$ cat config.mk
export PLATFORM = sky130hd
export DESIGN_NAME = decoder_onehot_seq
export DESIGN_NICKNAME = d
export VERILOG_FILES = /design/src/rtl/decoder_pkg.sv /design/src/rtl/decoder_onehot.sv /design/src/rtl/decoder_onehot_seq.sv
export SDC_FILE = /design/constraint.sdc
export NUM_CORES = 1
export LEC_CHECK = 0
export CORE_MARGIN = 10
export CORE_UTILIZATION = 40
export CTS_CLUSTER_SIZE = 16
export DETAILED_ROUTE_END_ITERATION = 8
export PLACE_DENSITY = 0.69
export SYNTH_ARGS = -nofsm -noshare
export SYNTH_HDL_FRONTEND = slang
export SYNTH_SLANG_ARGS = --single-unit
$ cat constraint.sdc
create_clock -name clk -period 1.7 [get_ports clk]
set_input_delay 0.34 -clock clk [delete_from_list [all_inputs] [get_ports clk]]
set_output_delay 0.34 -clock clk [all_outputs]
set_load 0.05 [all_outputs]
$ cat src/rtl/decoder_pkg.sv
// Shared types and the one-hot helper for the registered decoder/scan sequencer.
package decoder_pkg;

  // Widest select the helper supports; the decoder truncates to its own OUT_W.
  localparam int MAX_SEL_W = 8;
  localparam int MAX_OUT_W = 2 ** MAX_SEL_W;

  typedef enum logic {
    MODE_DIRECT = 1'b0,
    MODE_SCAN   = 1'b1
  } mode_t;

  typedef enum logic [1:0] {
    ST_IDLE = 2'd0,
    ST_HOLD = 2'd1,
    ST_SCAN = 2'd2
  } state_t;

  function automatic logic [MAX_OUT_W-1:0] onehot(input logic [MAX_SEL_W-1:0] idx,
                                                  input logic                 active);
    logic [MAX_OUT_W-1:0] v;
    v = '0;
    if (active) v[idx] = 1'b1;
    return v;
  endfunction

endpackage

$ cat src/rtl/decoder_onehot.sv
// Combinational SEL_W-to-2**SEL_W one-hot decoder with enable; all-zero when disabled.
module decoder_onehot
  import decoder_pkg::*;
#(
  parameter int SEL_W = 3
) (
  input  logic [SEL_W-1:0]      idx,
  input  logic                  active,
  output logic [2**SEL_W-1:0]   d
);

  localparam int OUT_W = 2 ** SEL_W;

  // SEL_W must not exceed MAX_SEL_W; upper helper bits are never set for in-range idx.
  assign d = OUT_W'(onehot(MAX_SEL_W'(idx), active));

endmodule

$ cat src/rtl/decoder_onehot_seq.sv
// Registered one-hot decoder with direct-hold and auto-scan modes; outputs decode only
// from registered state, so there is no input-to-output combinational path.
module decoder_onehot_seq
  import decoder_pkg::*;
#(
  parameter int SEL_W   = 3,
  parameter int DWELL_W = 8
) (
  input  logic                  clk,
  input  logic                  rst_n,
  input  logic                  en,
  input  logic                  load,
  input  logic                  mode,
  input  logic [SEL_W-1:0]      sel,
  input  logic [SEL_W-1:0]      last,
  input  logic [DWELL_W-1:0]    dwell,
  output logic [2**SEL_W-1:0]   d,
  output logic [SEL_W-1:0]      idx,
  output logic                  active,
  output logic                  wrap
);

  localparam int OUT_W = 2 ** SEL_W;

  state_t             state, state_nxt;
  logic [SEL_W-1:0]   idx_nxt;
  logic [DWELL_W-1:0] cnt, cnt_nxt;
  logic               wrap_nxt;

  always_ff @(posedge clk or negedge rst_n) begin
    if (!rst_n) begin
      state <= ST_IDLE;
      idx   <= '0;
      cnt   <= '0;
      wrap  <= 1'b0;
    end else begin
      state <= state_nxt;
      idx   <= idx_nxt;
      cnt   <= cnt_nxt;
      wrap  <= wrap_nxt;
    end
  end

  // Priority: disable, then load, then scan stepping.
  always_comb begin
    state_nxt = state;
    idx_nxt   = idx;
    cnt_nxt   = cnt;
    wrap_nxt  = 1'b0;
    if (!en) begin
      state_nxt = ST_IDLE;
      cnt_nxt   = '0;
    end else if (load) begin
      idx_nxt   = sel;
      cnt_nxt   = '0;
      state_nxt = (mode_t'(mode) == MODE_SCAN) ? ST_SCAN : ST_HOLD;
    end else if (state == ST_SCAN) begin
      // >= lets a live dwell decrease below cnt force an immediate step.
      if (cnt >= dwell) begin
        cnt_nxt = '0;
        if (idx >= last) begin
          idx_nxt  = '0;
          wrap_nxt = 1'b1;
        end else begin
          idx_nxt = idx + SEL_W'(1);
        end
      end else begin
        cnt_nxt = cnt + DWELL_W'(1);
      end
    end
  end

  assign active = (state != ST_IDLE);

  decoder_onehot #(
    .SEL_W (SEL_W)
  ) u_dec (
    .idx    (idx),
    .active (active),
    .d      (d)
  );

endmodule

==> flow_summary.yaml <==
status:
  outcome: "finished, violations left"
  violations: "negative setup slack"
global_routing:
  grt-ovfl-total: 0
  antenna_found_initial: 0
  grt_pass1_vias: 1196
  track_usage: 0.1202
  grt_max_degree: 15
  grt_pass1_wl_um: 5292
route:
  wl_um: 3392
  vias: 1215
  wl_per_cell_um: 15.08
  drt_iter0_markers: 54
  dr.pass1.iters: 4
  routed_via_density: 5.400
  post-route-drc-count: 0
  antenna_left: 0
yosys:
  syn_nets: 166
  synth.yosys.warnings: 0
  syn_area_sq_mm: 0.001165
  async_flop_share: 1.000
  ys_seq_area_frac: 0.3008
  yosysTopAreaCell: "dfrtp_1"
  synth_seq_cells: 14
  synth_cell_types: 40
  synth-edff-count: 0
  yosys.area.top_type_share: 0.3008
  ys.flop_type: "dfrtp_1"
  syn_area_per_cell_sq_um: 8.693
  syn_inst: 134
  synth_area_leaders: "dfrtp_1 30%, ha_1 14%, nand2_1 4.8%, nor2_1 4.8%, inv_1 4.2%"
clock_tree:
  cts.clk_slew.worst_paths_ns: 0.09
  max-clock-path-buffers: 2
  htree_levels: 1
  cts_sinks: 14
  cts_tree: "yes"
  cts_hold_buf: 0
  clkLatencyLatePin_ns: 0.29
  numCtsBuffers: 3
  cts-root-buf: "clkbuf_4"
worst_setup_path:
  r2r-start: "cnt[2]$_DFFE_PN0P_"
  cp-startpoint: "cnt[2]$_DFFE_PN0P_"
  r2r-end: "idx[1]$_DFFE_PN0P_"
  rrSetupSlack_ns: -0.10
  cp-end-kind: "flop"
  cp-start-kind: "flop"
  criticalPathCategory: "reg -> reg"
  critPathMaxFanout: 3
  arrival_ns: 1.99
  r2r_cells: 6
  cp.required_ns: 1.89
die:
  dieArea_sq_mm: 0.005471
  rows: 19
  die_h_um: 73.97
  die_w_um: 73.97
  pin_count: 32
  coreArea_sq_mm: 0.002781
  initial_core_util: 0.4188
finish:
  drive_gt1_frac: 0.3557
  fin_util: 0.6541
  layout_common_cells: "33 x buf_4, 13 x inv_1, 13 x ha_1"
  insertedDiodeCount: 0
  layout.cells.most_common: "buf_4"
  syn_to_final_growth_pct: 56.18
  fin_nets: 227
timing:
  drv_slew: 0
  timing.final.ws_setup_ns: -0.1002
  fin_crit_sh: 1.059
  tightest_slew_ns: 0.4387
  slew_headroom: 0.7075
  fin_crit_ns: 1.800
  fin_hold_ws_ns: 0.3487
  setup_viol: 10
  fmax_mhz: 555.5
  final-hold-violation-count: 0
  rsz0062_at_grt: "yes"
  fin_skew_ns: 0.005157
run:
  maxCapViolations: 0
power:
  p_per_area_mw_per_mm2: 703.7
  leakage_uw: 0.0008989
  peakVddDrop_v: 0.0006169
placed_design:
  port-buffer-count: 31
  globalplace.congestion: 0.8654
  place_hpwl_um: 2702
worst_hold_path:
  timing.hold.worst.class: "in -> async"
## state kept, by name (all words and copies together), names as in the netlist
signal / count
cnt: 8
idx: 3
state: 2
wrap: 1
## critical path: stages (launching register included)
cell and delay (ns):
dfrtp_1 0.41, ha_1 0.27, or3_1 0.34, a21oi_1 0.12, a211o_2 0.17, a31oi_4 0.10
mux2_4 0.30
## what timing repair did
item                                    in CTS  in global routing
cloned                                       0                  0
endpoints found under the setup margin      20                 18
pin swaps                                    9                  7
resized for setup                           17                 13
setup buffers                                1                  1
## report_power, final
| group | switching (uW) | internal, uW |
|---|---|---|
| sequential | 16.1 | 360 |
| clock | 122 | 131 |
| combinational | 380 | 272 |
## worst max path at each step
stage	endpoint	slack (ns)	depth (start not counted)
2_1_floorplan	d[3]	-0.13	3
3_3_place_gp	idx[0]$_DFFE_PN0P_	-0.54	9
3_5_place_dp	idx[0]$_DFFE_PN0P_	-0.59	9
4_1_cts	idx[1]$_DFFE_PN0P_	-0.16	6
5_1_grt	idx[1]$_DFFE_PN0P_	-0.22	6
6_report	idx[1]$_DFFE_PN0P_	-0.10	6
## layer usage
metal | GRT usage | part of all wire
met1 | 0.1298 | 0.40
met2 | 0.2140 | 0.50
met3 | 0.03723 | 0.085
met4 | 0.04555 | 0.012
met5 | 0 | 0
## cell usage after synthesis, types with 2 or more instances
| cell | number |
|---|---|
| nor2_1 | 15 |
| nor3_1 | 3 |
| nand2_1 | 15 |
| mux2i_1 | 3 |
| ha_1 | 13 |
| o21a_1 | 2 |
| a21oi_1 | 5 |
| dfrtp_1 | 14 |
| buf_6 | 2 |
| nand3_1 | 4 |
| nor2b_1 | 3 |
| and3_1 | 4 |
| nand4_1 | 2 |
| inv_1 | 13 |
| mux2_1 | 3 |
| nand2b_1 | 2 |
| o21ai_0 | 4 |
| a32oi_1 | 5 |
## cell type report
| type | instances | area, sq um |
|---|---|---|
| clock buffers | 4 | 36.28 |
| fillers | 239 | 962.2 |
| inverters | 14 | 55.05 |
| multi-input cells | 102 | 804.5 |
| flip-flops and latches | 14 | 354.1 |
| well taps | 31 | 38.79 |
| repair buffers | 60 | 530.5 |
## logic make-up after synthesis
logic type	synth area share
compound gates	0.1976
fa+ha+maj	0.1396
flops	0.3008
simple gates	0.2202
mux	0.06766
buf+inv	0.07411
## through the flow
step	TNS, ns	power (uW)	instance area, sq um	worst slack [ns]	std cells
after global placement	-5.644	956.9	1679	-0.5406	219
after floorplan	-0.9272	727.2	1179	-0.1251	134
after CTS	-1.179	1243	1765	-0.1570	224
final	-0.4399	1280	1819	-0.1002	225
after detailed placement	-5.868	970.7	1679	-0.5872	219
after global routing	-1.834	1349	1819	-0.2187	225
Power figures use the tool's default switching activity.
